`config.mk`:
```
export PLATFORM = sky130hd
export DESIGN_NAME = itf_prio
export DESIGN_NICKNAME = d
export VERILOG_FILES = /design/src/rtl/itf_prio.sv
export SDC_FILE = /design/constraint.sdc
export NUM_CORES = 1
export LEC_CHECK = 0
export ABC_AREA = 0
export ABC_CLOCK_PERIOD_IN_PS = 1820
export BUFFER_PORTS_ARGS = -buffer_cell sky130_fd_sc_hd__buf_2
export CORE_ASPECT_RATIO = 1.4
export CORE_MARGIN = 4
export CORE_UTILIZATION = 48
export DETAILED_ROUTE_END_ITERATION = 12
export HOLD_SLACK_MARGIN = 0.06
export PLACE_DENSITY = 0.77
export REMOVE_ABC_BUFFERS = 1
export SYNTH_ARGS = -nofsm -noshare
export SYNTH_HDL_FRONTEND = slang
export SYNTH_SLANG_ARGS = --single-unit
```
`constraint.sdc`:
```
create_clock -name clk -period 1.82 [get_ports clk]
set_clock_uncertainty 0.1 [all_clocks]
set_input_delay 0.182 -clock clk [delete_from_list [all_inputs] [get_ports clk]]
set_output_delay 0.182 -clock clk [all_outputs]
set_load 0.01 [all_outputs]
```
`src/rtl/itf_prio.sv`:
```
// Multi-channel interrupt front-end: edge capture, enable mask, fixed-priority
// selection and in-service tracking. Nested preemption is enabled by ITF_PRIO_NEST_EN.
module itf_prio #(
    parameter int NCH        = 8,
    parameter int VW         = 5,
    parameter int NEST_DEPTH = 4
) (
    input  logic           clk,
    input  logic           reset_n,
    input  logic [NCH-1:0] irq,
    input  logic           mask_wr,
    input  logic [NCH-1:0] mask_in,
    input  logic           svc,
    input  logic           rit,
    input  logic           ex0,
    input  logic           ex1,
    input  logic           it0,
    input  logic           it2,
    output logic           ita,
    output logic           itf,
    output logic [VW-1:0]  vec,
    output logic           eit,
    output logic           oit,
    output logic [NCH:0]   pend_q,
    output logic [NCH-1:0] mask_q
);

    typedef enum logic [1:0] {IDLE, REQ, SERVICE} state_t;

    localparam logic [VW-1:0] SVC_VEC = VW'(NCH);

    state_t         state_q, state_d;
    logic [NCH-1:0] irq_d;
    logic [NCH:0]   elig, pend_d;
    logic [VW-1:0]  sel;
    logic           any_elig, want, preempt, accept, retire;

    assign elig     = pend_q & {1'b1, mask_q};
    assign any_elig = |elig;

    // SVC beats every channel; among channels the lowest index wins.
    always_comb begin
        // NOTE: default first so every path assigns sel and no latch is inferred.
        sel = '0;
        for (int i = NCH - 1; i >= 0; i--) begin
            if (elig[i]) sel = VW'(i);
        end
        if (elig[NCH]) sel = SVC_VEC;
    end

`ifdef ITF_PRIO_NEST_EN
    localparam int SPW = $clog2(NEST_DEPTH + 1);

    logic [SPW-1:0]  sp_q;
    logic [VW+1:0]   stack [NEST_DEPTH];
    logic [VW+1:0]   top;

    // Rank 0 is the most urgent; SVC maps to 0, channel i to i+1.
    function automatic logic [VW-1:0] rank(input logic [VW-1:0] v);
        return (v == SVC_VEC) ? '0 : v + VW'(1);
    endfunction

    assign preempt = (sp_q < SPW'(NEST_DEPTH)) && any_elig && (rank(sel) < rank(vec));

    always_comb begin
        top = '0;
        for (int i = 0; i < NEST_DEPTH; i++) begin
            if (sp_q == SPW'(i + 1)) top = stack[i];
        end
    end

    // NOTE: the stack array has no reset; sp_q is reset, so stale entries are never read.
    always_ff @(posedge clk) begin
        for (int i = 0; i < NEST_DEPTH; i++) begin
            if (accept && itf && sp_q == SPW'(i)) stack[i] <= {vec, eit, oit};
        end
    end

    always_ff @(posedge clk) begin
        if (!reset_n) begin
            sp_q <= '0;
        end else if (accept && itf) begin
            sp_q <= sp_q + SPW'(1);
        end else if (retire && sp_q != '0) begin
            sp_q <= sp_q - SPW'(1);
        end
    end
`else
    assign preempt = 1'b0;
`endif

    // While already in service only a preempting source may hold the request.
    assign want = itf ? preempt : any_elig;
    assign ita  = (state_q == REQ) && want;

    always_comb begin
        state_d = state_q;
        accept  = 1'b0;
        retire  = 1'b0;
        case (state_q)
            IDLE: begin
                if (any_elig && !itf) state_d = REQ;
            end
            REQ: begin
                if (!want) begin
                    state_d = itf ? SERVICE : IDLE;
                end else if (it0) begin
                    accept  = 1'b1;
                    state_d = SERVICE;
                end
            end
            SERVICE: begin
                if (rit && ex0) begin
                    retire  = 1'b1;
`ifdef ITF_PRIO_NEST_EN
                    state_d = (sp_q == '0) ? IDLE : SERVICE;
`else
                    state_d = IDLE;
`endif
                end else if (preempt) begin
                    state_d = REQ;
                end
            end
            default: state_d = IDLE;
        endcase
    end

    // Acceptance clears the served bit first so a same-cycle edge re-sets it.
    always_comb begin
        pend_d = pend_q;
        for (int i = 0; i <= NCH; i++) begin
            if (accept && sel == VW'(i)) pend_d[i] = 1'b0;
        end
        pend_d[NCH-1:0] = pend_d[NCH-1:0] | (irq & ~irq_d);
        pend_d[NCH]     = pend_d[NCH] | (svc & ex1);
    end

    always_ff @(posedge clk) begin
        if (!reset_n) begin
            // NOTE: non-blocking assignments for all registered state.
            state_q <= IDLE;
            irq_d   <= '0;
            pend_q  <= '0;
            mask_q  <= '0;
            itf     <= 1'b0;
            vec     <= '0;
            eit     <= 1'b0;
            oit     <= 1'b0;
        end else begin
            state_q <= state_d;
            irq_d   <= irq;
            pend_q  <= pend_d;
            if (mask_wr) mask_q <= mask_in;
            if (accept) begin
                itf <= 1'b1;
                vec <= sel;
                eit <= (sel < SVC_VEC);
                oit <= (sel == SVC_VEC);
            end else if (retire) begin
`ifdef ITF_PRIO_NEST_EN
                if (sp_q == '0) begin
                    itf <= 1'b0;
                    eit <= 1'b0;
                    oit <= 1'b0;
                end else begin
                    {vec, eit, oit} <= top;
                end
`else
                itf <= 1'b0;
                eit <= 1'b0;
                oit <= 1'b0;
`endif
            end
        end
    end

    // it2 marks the end of interrupt entry and carries no state here.
    logic unused_ok;
    assign unused_ok = ^{1'b0, it2};

endmodule

```
==> results of run 1 <==
-- flip-flops by register name (all words and copies together) (netlist names) --
signal / count
vec: 4
itf: 1
mask_q: 8
oit: 1
pend_q: 9
state_q: 2
irq_d: 8
eit: 1
-- layer usage --
| layer | vias up | track usage [%] |
|---|---|---|
| met5 | - | 0 |
| met3 | 11 | 5.521 |
| met2 | 36 | 33.42 |
| li1 | 667 | - |
| met1 | 629 | 20.16 |
| met4 | 0 | 10.25 |
-- path summary, 6_finish.rpt --
path	from	end	slack, ns	cells past startpoint
min reg2reg	irq_d[5]$_SDFF_PN0_	pend_q[5]$_SDFF_PN0_	0.31	1
min	mask_in[2]	mask_q[2]$_SDFFE_PN0P_	0.06	3
max	pend_q[4]$_SDFF_PN0_	ita	0.07	4
max reg2reg	pend_q[4]$_SDFF_PN0_	oit$_SDFFE_PN0P_	0.16	6
-- area by class of cell --
type | instances | area [sq um]
clock buffers | 7 | 76.32
inverters | 3 | 11.26
multi-input cells | 110 | 718.2
flip-flops and latches | 34 | 681.9
fillers | 244 | 970.9
repair buffers | 62 | 372.9
well taps | 37 | 46.29
-- cell families (layout without fill, tap and decap cells) --
group / count (synthesis) / count (layout) / share of synthesized area, %
compound gates: 37 / 37 / 18.77
simple gates: 63 / 63 / 23.72
other cells: 1 / 1 / 0.2604
buf+inv: 11 / 72 / 3.649
mux: 9 / 9 / 6.342
flops: 34 / 34 / 47.26
-- power by group through the flow --
stage	clock (mW)	sequential (mW)	combinational, mW
4_1_cts	0.516	0.838	0.254
3_5_place_dp	0	0.854	0.235
6_report	0.501	0.842	0.261
5_1_grt	0.539	0.849	0.292
3_3_place_gp	0	0.851	0.227
2_1_floorplan	0	0.860	0.120
-- stage by stage --
step | util, % | cells | total power [mW] | hold slack, ns | setup slack [ns]
after floorplan | - | 147 | 0.9804 | 0.1942 | 0.2755
after global placement | 59.09 | 234 | 1.078 | 0.2816 | 0.2701
after detailed placement | 59.09 | 234 | 1.089 | 0.2903 | 0.2450
after CTS | 65.57 | 252 | 1.608 | 0.06008 | 0.02053
after global routing | 66.26 | 253 | 1.680 | 0.1045 | -0.007969
final | 66.26 | 253 | 1.603 | 0.06487 | 0.07021
-- worst min-delay path, cell delays in order --
cell     delay [ns]
buf_2          0.07
mux2i_1        0.05
nor2b_1        0.10
-- placed cells by master, fill, tap and decap left out, drive strengths merged, types with 2 or more instances in the layout --
master,synthesis,routed
buf,3,51
dfxtp,34,34
nand2,16,16
nor2b,14,14
dlygate4sd3,0,11
mux2i,8,8
o21ai,8,8
nor2,7,7
and2,7,7
clkbuf,5,7
a21oi,6,6
nand3,6,6
nand2b,4,4
o21a,4,4
inv,3,3
a22oi,3,3
a31oi,3,3
a21boi,3,3
and3,2,2
a221oi,2,2
a22o,2,2
-- repair_timing --
action,CTS,global route
gates resized for setup,0,2
hold endpoints to repair,12,0
hold buffers,11,0
setup buffers,0,1
endpoints found under the setup margin,0,1
==> flow_summary.yaml, run 1 <==
critical_path:
  crit_required_ns: 1.54
  slowest_delay_ns: 0.35
  cp_data_arrival_time_ns: 1.47
  end_kind: "output pin"
  critical_path_class: "reg -> out"
  cp_max_fo: 5
  critPathBufInv: 1
  critical_path.top_delay_family: "simple AND/OR/NAND/NOR gates"
  critPathLaunchType: "flip-flop"
  slowest_stage: "dfxtp_1"
  cp_cell_sequence: "a22oi_2 > nand4_1 > and3_1 > buf_2"
finish:
  final_area_sq_mm: 0.001907
  diodes: 0
  layout.nets: 241
  area_delta_synth_final_pct: 32.41
  drive_gt1_share_pct: 30.56
power:
  power.leakage_nw: 0.8809
  switching_share_pct: 25.81
  internal_power_mw: 1.189
  ir_drop_mv: 0.5734
  power_density_mw_per_mm2: 840.6
  pwr-share-seq_pct: 52.5
  p_sw_uw: 413.6
  combinationalPowerShare_pct: 16.3
  clkPwrFrac_pct: 31.2
sta:
  drv_slew: 0
  fmax_mhz: 571.5
  worstMarginPinSlew_ns: 0.5229
  hold_viol: 0
  final.min_clock_period_ns: 1.750
  setup_violations: 0
  tns_ns: 0
  period_share_pct: 96.14
  slew_headroom_pct: 65.14
logic_synthesis:
  async_flop_share_pct: 0
  synth_edf_count: 0
  netlist_top_cells_count: "dfxtp_1, nand2_1, nor2b_1"
  ys.flop_type: "dfxtp_1"
  synth_warnings: 0
  synth_top_cell_area_share_pct: 47.26
  synthCells: 155
  synth_area_sq_mm: 0.001440
  ys_ff_latch: 34
  synth.yosys.seq_area_share_pct: 47.26
  synthDistinctLibCells: 42
  synthTopCellsByArea: "dfxtp_1, nor2b_1, mux2i_1"
  yosysMostFrequentCell: "dfxtp_1"
  avgSynthCellArea_sq_um: 9.291
  yosys.area.top_type: "dfxtp_1"
global_routing:
  grt_start_max_net_pins: 38
  grt_pass1_wl_mm: 5.609
  grt_overflow_total: 0
  grt_usage_pct: 19.30
  antenna_found_initial: 0
  grt_pass1_vias: 1308
die:
  fp.dieArea_sq_mm: 0.003953
  start_util_pct: 50.04
  num_rows: 23
  fp.coreArea_sq_mm: 0.002878
  die_y_um: 72.81
  io-pin-count: 51
  die_width_um: 54.30
routing:
  via_per_inst: 5.308
  dr.pass1.iters: 4
  drtIter0Drc: 29
  routed-wl-met2_mm: 1.770
  postRouteAntennaNets: 0
  top_layer: "met4"
  m1WireLength_mm: 1.239
  drc: 0
  wl_per_cell_um: 13.05
  routed_wl_mm: 3.301
  wl_met3_um: 205
  vias: 1343
clock_tree:
  numCtsBuffers: 5
  clockBufferDepth: 2
  cts_tree: "built"
  clock_sinks: 34
  cts_root_buf: "clkbuf_8"
  htreeDepth: 2
  clk_pin_slew_ns: 0.06
  clk-insertion-delay-late_ns: 0.28
hold_path:
  hp-class: "in -> reg"
placement:
  numPortBuffers: 48
  globalplace.congestion: 0.8001
  place_hpwl_mm: 2.434
  dpl-instance-area_sq_mm: 0.001700
status:
  status: "finished clean"
flow_run:
  drv_cap: 0
No activity file was read; power rests on OpenSTA's default activity.
==> run 2: changes to the inputs <==
- REMOVE_ABC_BUFFERS: 1 -> not set
==> flow_summary.yaml, run 2 (synthesis gave the netlist of run 1 again) <==
finish:
  layout.nets: 240
  drive_gt1_share_pct: 31.94
  final_common_cell: "buf_2"
  n_fill_cell: 263
  ff_latch_area_sq_um: 681.9
  diodes: 0
  largest_register_ffs: 9
  final_cell_mix: "buf_2, dfxtp_1, nand2_1, nor2b_1, dlygate4sd3_1"
  layoutNonFillerInstCount: 253
  multi_input_area_sq_um: 718.2
  area_delta_synth_final_pct: 34.06
  largest_register: "pend_q"
  reg.largest.list: "pend_q: 9 flops, irq_d: 8 flops, mask_q: 8 flops"
placement:
  numPortBuffers: 48
  globalplace.congestion: 0.8553
  placed_cells: 234
  place_hpwl_mm: 2.495
die:
  die_width_um: 54.30
  die_y_um: 72.81
  start_util_pct: 50.04
  num_rows: 23
  fp.coreArea_sq_mm: 0.002878
  io-pin-count: 51
  fp.dieArea_sq_mm: 0.003953
sta:
  hold_viol: 0
  rsz0062_at_grt: "false"
  final.min_clock_period_ns: 1.714
  slew_headroom_pct: 65.25
  period_share_pct: 94.17
  tns_ns: 0
  hold-worst-slack_ns: 0.05993
  worstMarginPinSlew_ns: 0.5212
  setup_violations: 0
  fmax_mhz: 583.5
  drv_slew: 0
critical_path:
  cp_data_arrival_time_ns: 1.43
  end_kind: "output pin"
  cp_max_fo: 4
  critPathLaunchType: "flip-flop"
  critical_path_class: "reg -> out"
  cp_cell_sequence: "a221oi_4 > nand4_1 > and3_1 > buf_2"
  slowest_delay_ns: 0.36
  crit_required_ns: 1.54
  slowest_stage: "dfxtp_1"
power:
  ir_drop_mv: 0.7759
  power.leakage_nw: 0.8960
  power_density_mw_per_mm2: 898.2
status:
  status: "finished clean"
global_routing:
  grt_start_max_net_pins: 38
  grt_pass1_vias: 1332
  grt_pass1_wl_mm: 5.706
  antenna_found_initial: 0
  grt_usage_pct: 19.44
  grt_overflow_total: 0
routing:
  drtIter0Drc: 35
  postRouteAntennaNets: 0
  vias: 1337
  via_per_inst: 5.285
  dr.pass1.iters: 4
  routed_wl_mm: 3.396
  wl_per_cell_um: 13.42
  drc: 0
flow_run:
  drv_cap: 0
logic_synthesis:
  syn-num-nets: 180
hold_path:
  hp-class: "in -> reg"
clock_tree:
  clockBufferDepth: 2
  clk_pin_slew_ns: 0.07
  clk-insertion-delay-late_ns: 0.28
  htreeDepth: 2
  cts_tree: "built"
  cts_root_buf: "clkbuf_8"
  clock_sinks: 34
  numCtsBuffers: 5
## run 2: cell types whose count changed in the layout (fill, tap and decap cells not counted)
cell | previous run | this run
dlygate4sd3_1 | 11 | 10
clkbuf_1 | 2 | 0
clkbuf_8 | 5 | 8
## run 2: worst max-delay path: cells and delay by family, from the launching register on
kind | cells | cell delay, ns
flops | 1 | 0.36
simple gates | 2 | 0.35
compound gates | 1 | 0.30
buf+inv | 1 | 0.13
## run 2: final timing paths
kind / from / endpoint / slack, ns / cells after the start
setup reg to reg: pend_q[1]$_SDFF_PN0_ / oit$_SDFFE_PN0P_ / 0.19 / 6
hold / removal: mask_in[3] / mask_q[3]$_SDFFE_PN0P_ / 0.06 / 3
hold reg to reg: irq_d[5]$_SDFF_PN0_ / pend_q[5]$_SDFF_PN0_ / 0.32 / 1
setup / recovery: pend_q[1]$_SDFF_PN0_ / ita / 0.11 / 4
## run 2: area by class of cell
| class | instances | area share, % |
|---|---|---|
| multi-input combinational | 110 | 37.20 |
| inverter | 3 | 0.5833 |
| clock buffer | 8 | 5.703 |
| tap | 37 | 2.398 |
| sequential | 34 | 35.32 |
| timing repair buffer | 61 | 18.79 |
## run 2: power breakdown
group,leakage [nW],switching (mW),internal [mW]
sequential,0.281,0.0519,0.791
combinational,0.557,0.125,0.134
clock,0.0575,0.250,0.382
## run 2: what timing repair did
| item | in CTS | in global routing |
|---|---|---|
| gates resized for setup | 0 | 2 |
| setup buffers | 1 | 0 |
| setup endpoints to repair | 1 | 1 |
| hold endpoints to repair | 9 | 0 |
| pin swaps | 1 | 2 |
| hold buffers | 10 | 0 |
## run 2: through the flow
step / utilization (%) / cell area [sq um] / total power, mW / setup WS [ns]
after detailed placement: 59.09 / 1700 / 1.091 / 0.1919
after global routing: 67.09 / 1931 / 1.820 / 0.01049
after global placement: 59.09 / 1700 / 1.077 / 0.2813
final: 67.09 / 1931 / 1.734 / 0.1061
after floorplan: - / 1440 / 0.9987 / 0.3355
after CTS: 66.65 / 1918 / 1.742 / 0.07742
## run 2: routing by layer
| metal | vias up | part of all wire, % | global-route usage [%] |
|---|---|---|---|
| met5 | - | 0 | 0 |
| met4 | 0 | 1.9 | 8.587 |
| met3 | 7 | 5.6 | 4.499 |
| met2 | 41 | 53 | 33.42 |
| met1 | 625 | 39 | 22.01 |
| li1 | 664 | - | - |
==> run 3: changes to the inputs <==
- CORE_ASPECT_RATIO: 1.4 -> not set
==> flow_summary.yaml, run 3 (synthesis gave the netlist of run 1 again) <==
power:
  internal_power_mw: 1.128
  p_sw_uw: 422.5
  power_density_mw_per_mm2: 782.0
  switching_share_pct: 27.24
  pwr-share-seq_pct: 54.3
  power.leakage_nw: 0.9208
  combinationalPowerShare_pct: 18.3
  ir_drop_mv: 0.6740
  total_power_mw: 1.551
  clkPwrFrac_pct: 27.4
sta:
  slew_headroom_pct: 62.90
  period_share_pct: 99.92
  hold-worst-slack_ns: 0.1248
  worstMarginPinSlew_ns: 0.5564
  setup_violations: 0
  hold_viol: 0
  drv_slew: 0
  final.min_clock_period_ns: 1.819
  rsz0062_at_grt: "true"
  fmax_mhz: 549.9
critical_path:
  end_kind: "output pin"
  crit_required_ns: 1.54
  cp_data_arrival_time_ns: 1.54
  critPathLaunchType: "flip-flop"
  critical_path_class: "reg -> out"
  cp_max_fo: 5
die:
  fp.dieArea_sq_mm: 0.003941
  io-pin-count: 51
  num_rows: 19
  start_util_pct: 51.34
  die_width_um: 62.78
  die_y_um: 62.78
  fp.coreArea_sq_mm: 0.002805
finish:
  fin_util_pct: 70.70
  reg.largest.list: "pend_q: 9 flops, irq_d: 8 flops, mask_q: 8 flops"
  final_area_sq_mm: 0.001983
  largest_register_ffs: 9
  layoutNonFillerInstCount: 258
  largest_register: "pend_q"
  final_cell_mix: "buf_2, dfxtp_1, dlygate4sd3_1, nand2_1, nor2b_1"
  area_delta_synth_final_pct: 37.71
  layout.nets: 251
  diodes: 0
  drive_gt1_share_pct: 31.72
  final_common_cell: "buf_2"
placement:
  place_hpwl_mm: 2.447
  dpl-instance-area_sq_mm: 0.001693
  placed_cells: 228
  globalplace.congestion: 0.8433
  numPortBuffers: 48
routing:
  m1WireLength_mm: 1.473
  postRouteAntennaNets: 0
  vias: 1375
  via_per_inst: 5.329
  routed_wl_mm: 3.577
  dr.pass1.iters: 4
  routed-wl-met2_mm: 1.868
  wl_per_cell_um: 13.86
  drc: 0
  wl_met3_um: 202
  top_layer: "met4"
  drtIter0Drc: 61
hold_path:
  hp-class: "in -> reg"
global_routing:
  grt_pass1_vias: 1359
  grt_start_max_net_pins: 38
  antenna_found_initial: 0
  grt_pass1_wl_mm: 6.003
  grt_usage_pct: 19.00
  grt_overflow_total: 0
logic_synthesis:
  syn-num-nets: 180
clock_tree:
  htreeDepth: 2
  clockBufferDepth: 2
  clk_pin_slew_ns: 0.10
  cts_root_buf: "clkbuf_4"
  numCtsBuffers: 5
  clk-insertion-delay-late_ns: 0.33
  clock_sinks: 34
  cts_tree: "built"
flow_run:
  drv_cap: 0
status:
  status: "finished clean"
run 3: through the flow:
stage                     TNS (ns)  setup WS, ns
after floorplan                  0        0.3355
after global placement           0        0.2553
after detailed placement         0        0.1564
after CTS                        0       0.01071
after global routing      -0.06449      -0.06449
final                            0      0.001470
run 3: timing repair:
action / 4_1_cts / 5_1_grt
hold endpoints to repair: 21 / 0
pin swaps: 2 / 3
endpoints found under the setup margin: 1 / 2
hold buffers: 18 / 0
setup buffers: 2 / 2
resized for setup: 1 / 3
run 3: layout make-up:
cell class,count,area (sq um)
clock buffer,7,55.05
tap,31,38.79
inverter,3,11.26
sequential,34,684.4
timing repair buffer,72,465.4
multi-input combinational,110,723.2
fill,205,822.0
clock inverter,1,5.005
run 3: power groups by stage:
stage | clock network, mW | logic, mW | registers, mW
floorplan | 0 | 0.140 | 0.859
global placement | 0 | 0.225 | 0.851
detailed placement | 0 | 0.235 | 0.855
CTS | 0.438 | 0.275 | 0.838
global route | 0.472 | 0.311 | 0.851
finish | 0.425 | 0.283 | 0.842
run 3: per-layer routing:
metal | GRT usage [%] | up-vias
met5 | 0 | -
met4 | 5.785 | 0
met3 | 7.194 | 5
met2 | 34.62 | 43
met1 | 20.11 | 647
li1 | - | 680
run 3: path summary, 6_finish.rpt:
check | from | endpoint | slack (ns) | cells after the start
setup / recovery | mask_q[1]$_SDFFE_PN0P_ | ita | 0.001 | 4
hold / removal | it0 | state_q[1]$_SDFFE_PN0P_ | 0.12 | 3
setup reg to reg | mask_q[1]$_SDFFE_PN0P_ | oit$_SDFFE_PN0P_ | 0.12 | 6
hold reg to reg | irq_d[5]$_SDFF_PN0_ | pend_q[5]$_SDFF_PN0_ | 0.32 | 1
run 3: critical path: stages, from the launching register on:
cell and delay [ns]:
dfxtp_4 0.38, a221oi_4 0.29, nand4_1 0.20, and3_1 0.21, buf_2 0.13
